### src/rtl/uart_controller_if.sv
// Host-side byte interface of uart_controller: a request/acknowledge pair for
// writing bytes to transmit and a request/acknowledge pair for reading received bytes.
interface uart_controller_if;
   logic [7:0] uart_in_data;
   logic       uart_in_valid;
   logic       uart_in_ready;
   logic       uart_out_valid;
   logic [7:0] uart_out_data;
   logic       uart_out_ready;

   modport master (
      output uart_in_data,
      output uart_in_valid,
      output uart_out_valid,
      input  uart_in_ready,
      input  uart_out_data,
      input  uart_out_ready
   );

   modport slave (
      input  uart_in_data,
      input  uart_in_valid,
      input  uart_out_valid,
      output uart_in_ready,
      output uart_out_data,
      output uart_out_ready
   );
endinterface

### src/rtl/uart_controller.sv
// Buffers bytes between a UART core and a host using one RX and one TX circular FIFO.
// Optional macro UART_CONTROLLER_LOST_EN makes 'lost' a sticky RX-overflow flag (else tied 0).
module uart_controller #(
   parameter int LEN_WIDTH = 8
) (
   input  logic                 clk,
   input  logic                 reset,
   uart_controller_if.slave     host,
   output logic                 recv_reset,
   input  logic [7:0]           recv_data,
   input  logic                 recv_ok,
   output logic                 trans_reset,
   output logic [7:0]           trans_data,
   output logic                 trans_ok,
   input  logic                 trans_busy,
   output logic [LEN_WIDTH-1:0] in_buffer_length,
   output logic [LEN_WIDTH-1:0] out_buffer_length,
   output logic                 lost
);

   localparam int DEPTH = 1 << LEN_WIDTH;

   logic [7:0]           r_rx_mem [DEPTH];
   logic [LEN_WIDTH-1:0] r_rx_head;
   logic [LEN_WIDTH-1:0] r_rx_tail;
   logic [LEN_WIDTH-1:0] w_rx_head_next;
   logic [LEN_WIDTH-1:0] w_rx_tail_next;
   logic                 w_rx_full;
   logic                 w_rx_empty;
   logic                 w_rx_push;
   logic                 w_rx_pop;

   logic [7:0]           r_tx_mem [DEPTH];
   logic [LEN_WIDTH-1:0] r_tx_head;
   logic [LEN_WIDTH-1:0] r_tx_tail;
   logic [LEN_WIDTH-1:0] w_tx_head_next;
   logic [LEN_WIDTH-1:0] w_tx_tail_next;
   logic                 w_tx_full;
   logic                 w_tx_empty;
   logic                 w_tx_push;
   logic                 w_tx_pop;

   logic                 r_recv_reset;
   logic                 r_trans_reset;
   logic [7:0]           r_out_data;
   logic                 r_out_ready;
   logic                 r_in_ready;
   logic [7:0]           r_trans_data;
   logic                 r_trans_ok;
   logic [LEN_WIDTH-1:0] r_in_len;
   logic [LEN_WIDTH-1:0] r_out_len;

   // Full/empty always come from the current pointers, so a same-cycle pop
   // never makes room for a push and a same-cycle push never feeds a pop.
   assign w_rx_full  = (r_rx_tail + LEN_WIDTH'(1)) == r_rx_head;
   assign w_rx_empty = r_rx_tail == r_rx_head;
   assign w_tx_full  = (r_tx_tail + LEN_WIDTH'(1)) == r_tx_head;
   assign w_tx_empty = r_tx_tail == r_tx_head;

   assign w_rx_push = recv_ok & ~w_rx_full;
   assign w_rx_pop  = host.uart_out_valid & ~w_rx_empty & ~r_out_ready;
   assign w_tx_push = host.uart_in_valid & ~w_tx_full & ~r_in_ready;
   assign w_tx_pop  = ~trans_busy & ~w_tx_empty;

   always_comb begin
      w_rx_head_next = r_rx_head;
      w_rx_tail_next = r_rx_tail;
      w_tx_head_next = r_tx_head;
      w_tx_tail_next = r_tx_tail;
      if (w_rx_push) w_rx_tail_next = r_rx_tail + LEN_WIDTH'(1);
      if (w_rx_pop)  w_rx_head_next = r_rx_head + LEN_WIDTH'(1);
      if (w_tx_push) w_tx_tail_next = r_tx_tail + LEN_WIDTH'(1);
      if (w_tx_pop)  w_tx_head_next = r_tx_head + LEN_WIDTH'(1);
   end

   // Storage arrays carry no reset so they can map onto block RAM.
   always_ff @(posedge clk) begin
      if (w_rx_push) r_rx_mem[r_rx_tail] <= recv_data;
      if (w_tx_push) r_tx_mem[r_tx_tail] <= host.uart_in_data;
   end

   always_ff @(posedge clk) begin
      r_recv_reset  <= reset;
      r_trans_reset <= reset;
   end

   always_ff @(posedge clk) begin
      if (reset) begin
         r_rx_head    <= '0;
         r_rx_tail    <= '0;
         r_tx_head    <= '0;
         r_tx_tail    <= '0;
         r_out_data   <= '0;
         r_out_ready  <= 1'b0;
         r_in_ready   <= 1'b0;
         r_trans_data <= '0;
         r_trans_ok   <= 1'b0;
         r_in_len     <= '0;
         r_out_len    <= '0;
      end else begin
         r_rx_head   <= w_rx_head_next;
         r_rx_tail   <= w_rx_tail_next;
         r_tx_head   <= w_tx_head_next;
         r_tx_tail   <= w_tx_tail_next;
         r_out_ready <= w_rx_pop;
         r_in_ready  <= w_tx_push;
         r_trans_ok  <= w_tx_pop;
         if (w_rx_pop) r_out_data   <= r_rx_mem[r_rx_head];
         if (w_tx_pop) r_trans_data <= r_tx_mem[r_tx_head];
         r_in_len    <= w_tx_tail_next - w_tx_head_next;
         r_out_len   <= w_rx_tail_next - w_rx_head_next;
      end
   end

`ifdef UART_CONTROLLER_LOST_EN
   logic r_lost;
   logic w_rx_drop;

   assign w_rx_drop = recv_ok & w_rx_full;

   always_ff @(posedge clk) begin
      if (reset)          r_lost <= 1'b0;
      else if (w_rx_drop) r_lost <= 1'b1;
   end

   assign lost = r_lost;
`else
   assign lost = 1'b0;
`endif

   assign recv_reset          = r_recv_reset;
   assign trans_reset         = r_trans_reset;
   assign trans_data          = r_trans_data;
   assign trans_ok            = r_trans_ok;
   assign in_buffer_length    = r_in_len;
   assign out_buffer_length   = r_out_len;
   assign host.uart_out_data  = r_out_data;
   assign host.uart_out_ready = r_out_ready;
   assign host.uart_in_ready  = r_in_ready;

endmodule

### src/flat_wrapper.sv
// flat-port wrapper written by rule: the top's interface ports become plain ports
module uart_controller_flat 
#(
   parameter int LEN_WIDTH = 8
)
  (clk, reset, recv_reset, recv_data, recv_ok, trans_reset, trans_data, trans_ok, trans_busy, in_buffer_length, out_buffer_length, lost, host_uart_in_data, host_uart_in_valid, host_uart_out_valid, host_uart_in_ready, host_uart_out_data, host_uart_out_ready);
  uart_controller_if host_i ();
  input  logic clk;
  input  logic reset;
  output logic recv_reset;
  input  logic [7:0] recv_data;
  input  logic recv_ok;
  output logic trans_reset;
  output logic [7:0] trans_data;
  output logic trans_ok;
  input  logic trans_busy;
  output logic [LEN_WIDTH-1:0] in_buffer_length;
  output logic [LEN_WIDTH-1:0] out_buffer_length;
  output logic lost;
  input wire logic [$bits(host_i.uart_in_data)-1:0] host_uart_in_data;
  input wire logic [$bits(host_i.uart_in_valid)-1:0] host_uart_in_valid;
  input wire logic [$bits(host_i.uart_out_valid)-1:0] host_uart_out_valid;
  output wire logic [$bits(host_i.uart_in_ready)-1:0] host_uart_in_ready;
  output wire logic [$bits(host_i.uart_out_data)-1:0] host_uart_out_data;
  output wire logic [$bits(host_i.uart_out_ready)-1:0] host_uart_out_ready;
  assign host_i.uart_in_data = host_uart_in_data;
  assign host_i.uart_in_valid = host_uart_in_valid;
  assign host_i.uart_out_valid = host_uart_out_valid;
  assign host_uart_in_ready = host_i.uart_in_ready;
  assign host_uart_out_data = host_i.uart_out_data;
  assign host_uart_out_ready = host_i.uart_out_ready;
  uart_controller #(.LEN_WIDTH(LEN_WIDTH)) u_core (.clk(clk), .reset(reset), .host(host_i), .recv_reset(recv_reset), .recv_data(recv_data), .recv_ok(recv_ok), .trans_reset(trans_reset), .trans_data(trans_data), .trans_ok(trans_ok), .trans_busy(trans_busy), .in_buffer_length(in_buffer_length), .out_buffer_length(out_buffer_length), .lost(lost));
endmodule
### config.mk
export PLATFORM = sky130hd
export DESIGN_NAME = uart_controller_flat
export DESIGN_NICKNAME = d
export VERILOG_FILES = /design/src/rtl/uart_controller_if.sv /design/src/rtl/uart_controller.sv /design/src/flat_wrapper.sv
export SDC_FILE = /design/constraint.sdc
export NUM_CORES = 2
export LEC_CHECK = 0
export BUFFER_PORTS_ARGS = -buffer_cell sky130_fd_sc_hd__buf_4
export CAP_MARGIN = 0
export CORE_MARGIN = 2
export CORE_UTILIZATION = 24
export DETAILED_ROUTE_END_ITERATION = 16
export PLACE_DENSITY = 0.41
export SLEW_MARGIN = 20
export SYNTH_ARGS = -nofsm -noshare
export SYNTH_HDL_FRONTEND = slang
export SYNTH_SLANG_ARGS = --single-unit
### constraint.sdc
create_clock -name clk -period 4.5 [get_ports clk]
set_input_delay 0.9 -clock clk [delete_from_list [all_inputs] [get_ports clk]]
set_output_delay 0.9 -clock clk [all_outputs]
set_load 0.05 [all_outputs]
After elaboration in Yosys (flattened, before gate mapping)
Memory sizes are Yosys's and may differ from the RTL's. A register that Yosys moved wholly into a read port is not among the register bits. Cells that the tools add are included.

Flip-flop bits (word level): 52. Memory bits (writable): 4096. Output and inout port bits: 38. Word-level logic and storage cells: 43. Memories: 2.

Add/subtract/negate cells: 6. Eq/ne operators: 4. Muxes and demuxes: 8. Bitwise operators: 13.

Memory list: u_core.r_rx_mem (depth 256, width 8, rd ports 1, clocked after Yosys merged registers in 1, wr ports 1, RTL line uart_controller.sv:23) `logic [7:0] r_rx_mem [DEPTH];`; u_core.r_tx_mem (depth 256, width 8, rd ports 1, clocked after Yosys merged registers in 1, wr ports 1, RTL line uart_controller.sv:33) `logic [7:0] r_tx_mem [DEPTH];`.

Operator list (count): adder 8 x 1 -> 8 bit (second input constant) (4); equality test 8 bit (4); 2-to-1 mux 8 bit (4); subtractor 8 bit (2); NOT 1 bit (7); bitwise AND 1 bit (6); 2-to-1 mux 1 bit (4).

Logic depth before layout (Yosys ltp)
Depth after elaboration: 7. Gate-level depth with buffers: 20. Depth with buffers taken out: 18.

Least setup slack after synthesis
OpenSTA, ideal clock, no wires.

Path kind: register -> register. Start: reg u_core.r_tx_tail[0]. End: reg u_core.r_in_len[7] (netlist: u_core.in_buffer_length[7]). Library setup time: 128 ps. Data arrival time: 3687 ps. Required time: 4372 ps. Path slack: 685 ps. Cell stages (with the launch flop): 19. Period minus slack after synthesis: 3815 ps. Cells stage by stage: dfxtp_1 -> ha_1 -> buf_1 -> xnor2_1 -> a211oi_1 -> o22ai_1 -> o311a_1 -> buf_2 -> buf_2 -> o21ai_0 -> ha_1 -> nor2b_1 -> o21ai_0 -> a21boi_0 -> o21ai_0 -> a21oi_1 -> xor2_1 -> xnor3_1 -> nor2_1.

Word-level cells in the longest chain between the ends: 7. Elaborated cells on any way between the ends: 11. Those cells by class: add/sub: 2; eq/ne: 2; mux: 2; bitwise: 5.

Ends and longest elaborated chain: start: declaration (RTL line uart_controller.sv:35) `logic [LEN_WIDTH-1:0] r_tx_tail;`; start signal: assignment (RTL line uart_controller.sv:104) `r_tx_tail <= w_tx_tail_next;`; adder 8 x 1 -> 8 bit * (RTL line uart_controller.sv:57, uart_controller.sv:72); equality test 8 bit (RTL line uart_controller.sv:57) `assign w_tx_full = (r_tx_tail + LEN_WIDTH'(1)) == r_tx_head;`; NOT 1 bit (RTL line uart_controller.sv:62) `assign w_tx_push = host.uart_in_valid & ~w_tx_full & ~r_in_ready;`; bitwise AND 1 bit (2 in a row) (RTL line uart_controller.sv:62); 2-to-1 mux 8 bit * (RTL line uart_controller.sv:72) `if (w_tx_push) w_tx_tail_next = r_tx_tail + LEN_WIDTH'(1);`; named net u_core.w_tx_tail_next[1] (RTL line uart_controller.sv:37) `logic [LEN_WIDTH-1:0] w_tx_tail_next;`; subtractor 8 bit * (RTL line uart_controller.sv:110) `r_in_len <= w_tx_tail_next - w_tx_head_next;`; end signal: assignment (RTL line uart_controller.sv:110); end: declaration (RTL line uart_controller.sv:50) `logic [LEN_WIDTH-1:0] r_in_len;`.

The timed path passes the listed nets; every way through them passes the cells marked *. A chain may end at the register's enable or synchronous reset.

Worst setup path in the final report
Start: reg u_core.r_tx_tail[0]. End: mem u_core.r_tx_mem[51][4], enable pin.

Word-level cells in the longest chain between the ends: 7.

Ends and longest elaborated chain: adder 8 x 1 -> 8 bit (RTL line uart_controller.sv:57); equality test 8 bit (RTL line uart_controller.sv:57); NOT 1 bit (RTL line uart_controller.sv:62); bitwise AND 1 bit (2 in a row) (RTL line uart_controller.sv:62); 2-to-1 mux 1 bit (RTL line uart_controller.sv:79) `if (w_tx_push) r_tx_mem[r_tx_tail] <= host.uart_in_data;`; 2-to-1 mux 1 bit (not written as such) (RTL line uart_controller.sv:79); end: declaration (RTL line uart_controller.sv:33).

Parallel ways exist; a longest one is shown, timed or not.

==> results.yml <==
critical_path:
  crit_required_ns: 5.11
  critPathSlowestCell: "nor2_1"
  cp-start-kind: "flop"
  cp-end-kind: "flop"
  critPathKind: "flop to flop"
  cp.arrival_ns: 4.81
  path_cells: "ha_1, nor2_1, a211oi_1, a211oi_1, o22ai_1, o311a_1, buf_4, nand3_2, buf_4, nor2_1"
  r2r_slack_ns: 0.30
  cpPeakStageDelay_ns: 0.74
  crit_fanout: 20
cts:
  htreeDepth: 5
  cts.clk_slew.worst_paths_ns: 0.06
  clock_latency_ns: 1.02
  cts_tree: "yes"
  clockBufferDepth: 4
  cts.sink_count: 4164
  cts-root-buf: "clkbuf_16"
  post_cts_buffers: 0
  cts_inserted_buffers: 425
power_and_ir_drop:
  combinationalPowerShare_pct: 15.1
  switching_share_pct: 25.5
  p_int_w: 0.0687
  power_density_mw_per_mm2: 487
  sequentialPowerShare_pct: 46.8
  power_w: 0.0922
  power_leakage_nw: 55.5
  p_clk_share_pct: 38.1
  p_sw_w: 0.0235
  vdd_drop_max_uv: 359
status:
  status: "finished, final reports clean"
global_routing:
  grt_max_degree: 121
  grt_pass1_vias: 82600
  grt_first_pass_wirelength_mm: 693
  grt-ovfl-total: 0
  antenna_found_initial: 21
  track_usage_pct: 14.3
die:
  coreArea_sq_mm: 0.672
  num_rows: 301
  ioPinCount: 60
  start_util_pct: 24.1
  die_height_um: 825
  die_x_um: 825
  dieArea_sq_mm: 0.681
timing:
  max_freq_ghz: 0.238
  worstMarginPinSlew_ns: 1.20
  holdWs_ns: 0.296
  skew_ns: 0.0586
  slew_headroom_pct: 20.3
  drv_slew: 0
  rsz0062_at_grt: "false"
  period_needed_ns: 4.20
  setup_viol: 0
  fin_setup_tns_ns: 0
  finalCritPeriodShare_pct: 93.2
  hold_violations: 0
logic_synthesis:
  netlist_area_sq_mm: 0.162
  yosysMostFrequentCell: "edfxtp_1"
  synth_largest_area_cell: "edfxtp_1"
  synth_nets: 7626
  synth_top_area_share_pct: 76.0
  avgSynthCellArea_sq_um: 21.4
  yosysSeqAreaShare_pct: 76.8
  synth_cells: 7578
  ys_seq_elements: 4164
  synth_ff_type: "edfxtp_1"
  yosysWarnings: 0
  ys_async_sr_fraction_pct: 0
  yosysUniqueCellTypes: 79
  ys_top_cells_by_count: "edfxtp_1, mux4_2, nor2_1"
  synthTopCellsByArea: "edfxtp_1, mux4_2, nor2_1"
  synth_edf_count: 4096
final_layout:
  nNetsFinal: 8118
  area_growth_pct: 17.0
  design_area_sq_mm: 0.189
  fin_cells: 17400
  layout-drive-gt1-share_pct: 26.6
  fill_cells: 66100
place:
  gp_congestion: 0.836
  portBuffers: 58
  place_inst: 16600
  placedInstanceArea_sq_mm: 0.176
  dp_hpwl_mm: 312
routing:
  vias: 79400
  drtPass1Iterations: 6
  drt_iter0_drc: 8182
  post_drt_via_cell_ratio: 4.57
  postRouteAntennaNets: 0
  drc: 0
  wire_per_inst_um: 28.8
  drt-total-wl_mm: 500
hold_path:
  hp-class: "primary input to flop"
job:
  max_cap_violations: 0
placed cells by master, fill, tap and decap left out, types with 18 or more instances in the layout:
cell,count
nand2b_1,18
o21ai_0,54
xor2_1,29
nor2b_1,47
a22oi_1,122
nand2_1,136
buf_4,430
a211oi_1,32
dfxtp_1,57
nand3_1,51
xnor2_1,31
a221oi_1,28
edfxtp_1,4096
nor3_1,30
mux4_2,1051
clkinv_1,110
mux2i_1,208
bufinv_16,37
clkinv_2,71
clkbuf_1,74
o221ai_1,25
clkbuf_16,431
nor2_1,609
ha_1,24
clkbuf_8,25
buf_12,74
o22ai_1,63
nand4_1,19
a21oi_1,115
metrics by stage:
step	worst slack [ns]	util, %
final	0.305	28.2
after floorplan	0.685	-
after detailed placement	0.372	26.2
after CTS	0.349	28.2
after global placement	0.180	26.2
after global routing	0.0728	28.2
logic make-up after synthesis:
group	count (synthesis)	share of synthesized area (%)
flops	4164	76.8
mux	1271	16.0
simple gates	1025	2.77
compound gates	556	2.36
buf+inv	474	1.51
xor+xnor	61	0.339
fa+ha+maj	26	0.210
other cells	1	0.00232
repair_timing:
| item | CTS | global route |
|---|---|---|
| endpoints found under the setup margin | 0 | 2 |
| resized for setup | 0 | 2 |
| hold endpoints to repair | 0 | 0 |
| hold buffers | 0 | 0 |
metal layers:
layer | track usage (%) | vias up | share of wire, %
li1 | - | 32700 | -
met1 | 20.0 | 43700 | 45
met2 | 23.4 | 2351 | 48
met3 | 1.94 | 634 | 4.8
met4 | 3.44 | 6 | 2.6
met5 | 0 | - | 0.0056
worst paths after layout:
check                           endpoint  cells past startpoint                  from
setup / recovery  u_core.r_tx_mem[51][4]                     10   u_core.r_tx_tail[0]
setup reg to reg  u_core.r_tx_mem[51][4]                     10   u_core.r_tx_tail[0]
hold reg to reg     u_core.trans_data[0]                      2  u_core.trans_data[0]
hold / removal       u_core.r_rx_head[7]                      2                 reset
registers in the layout (all words and copies together), names as in the netlist:
signal and count:
u_core.host.uart_in_ready 1, u_core.host.uart_out_data 8, u_core.host.uart_out_ready 1, u_core.in_buffer_length 8, u_core.out_buffer_length 8, u_core.r_rx_head 8
u_core.r_rx_mem 2048, u_core.r_rx_tail 8, u_core.r_tx_head 8, u_core.r_tx_mem 2048, u_core.r_tx_tail 8, u_core.recv_reset 1
u_core.trans_data 8, u_core.trans_ok 1
layout make-up:
| type | count | area (sq um) | share of cell area, % |
|---|---|---|---|
| repair buffers | 520 | 4930 | 2.60 |
| clock inverters | 258 | 2370 | 1.25 |
| flip-flops and latches | 4164 | 124000 | 65.7 |
| diodes | 4 | 10.0 | 0.00529 |
| clock buffers | 514 | 11200 | 5.91 |
| inverters | 19 | 73.8 | 0.0390 |
| multi-input cells | 2940 | 35200 | 18.6 |
| well taps | 8938 | 11200 | 5.91 |
power by group through the flow:
| stage | clock network, W | registers [W] | logic (W) |
|---|---|---|---|
| 2_1_floorplan | 0 | 0.0441 | 0.00884 |
| 3_3_place_gp | 0 | 0.0440 | 0.0142 |
| 3_5_place_dp | 0 | 0.0440 | 0.0142 |
| 4_1_cts | 0.0360 | 0.0432 | 0.0143 |
| 5_1_grt | 0.0374 | 0.0432 | 0.0148 |
| 6_report | 0.0351 | 0.0432 | 0.0139 |
worst max-delay path: cells and delay by family, from the launching register on:
kind	cells	cell delay, ns
adders and majority gates	1	0.36
DFF	1	0.50
AOI/OAI and AO/OA	4	0.94
buffers and inverters	2	0.71
and+or+nand+nor	3	1.27
No activity file was read; power rests on OpenSTA's default activity.
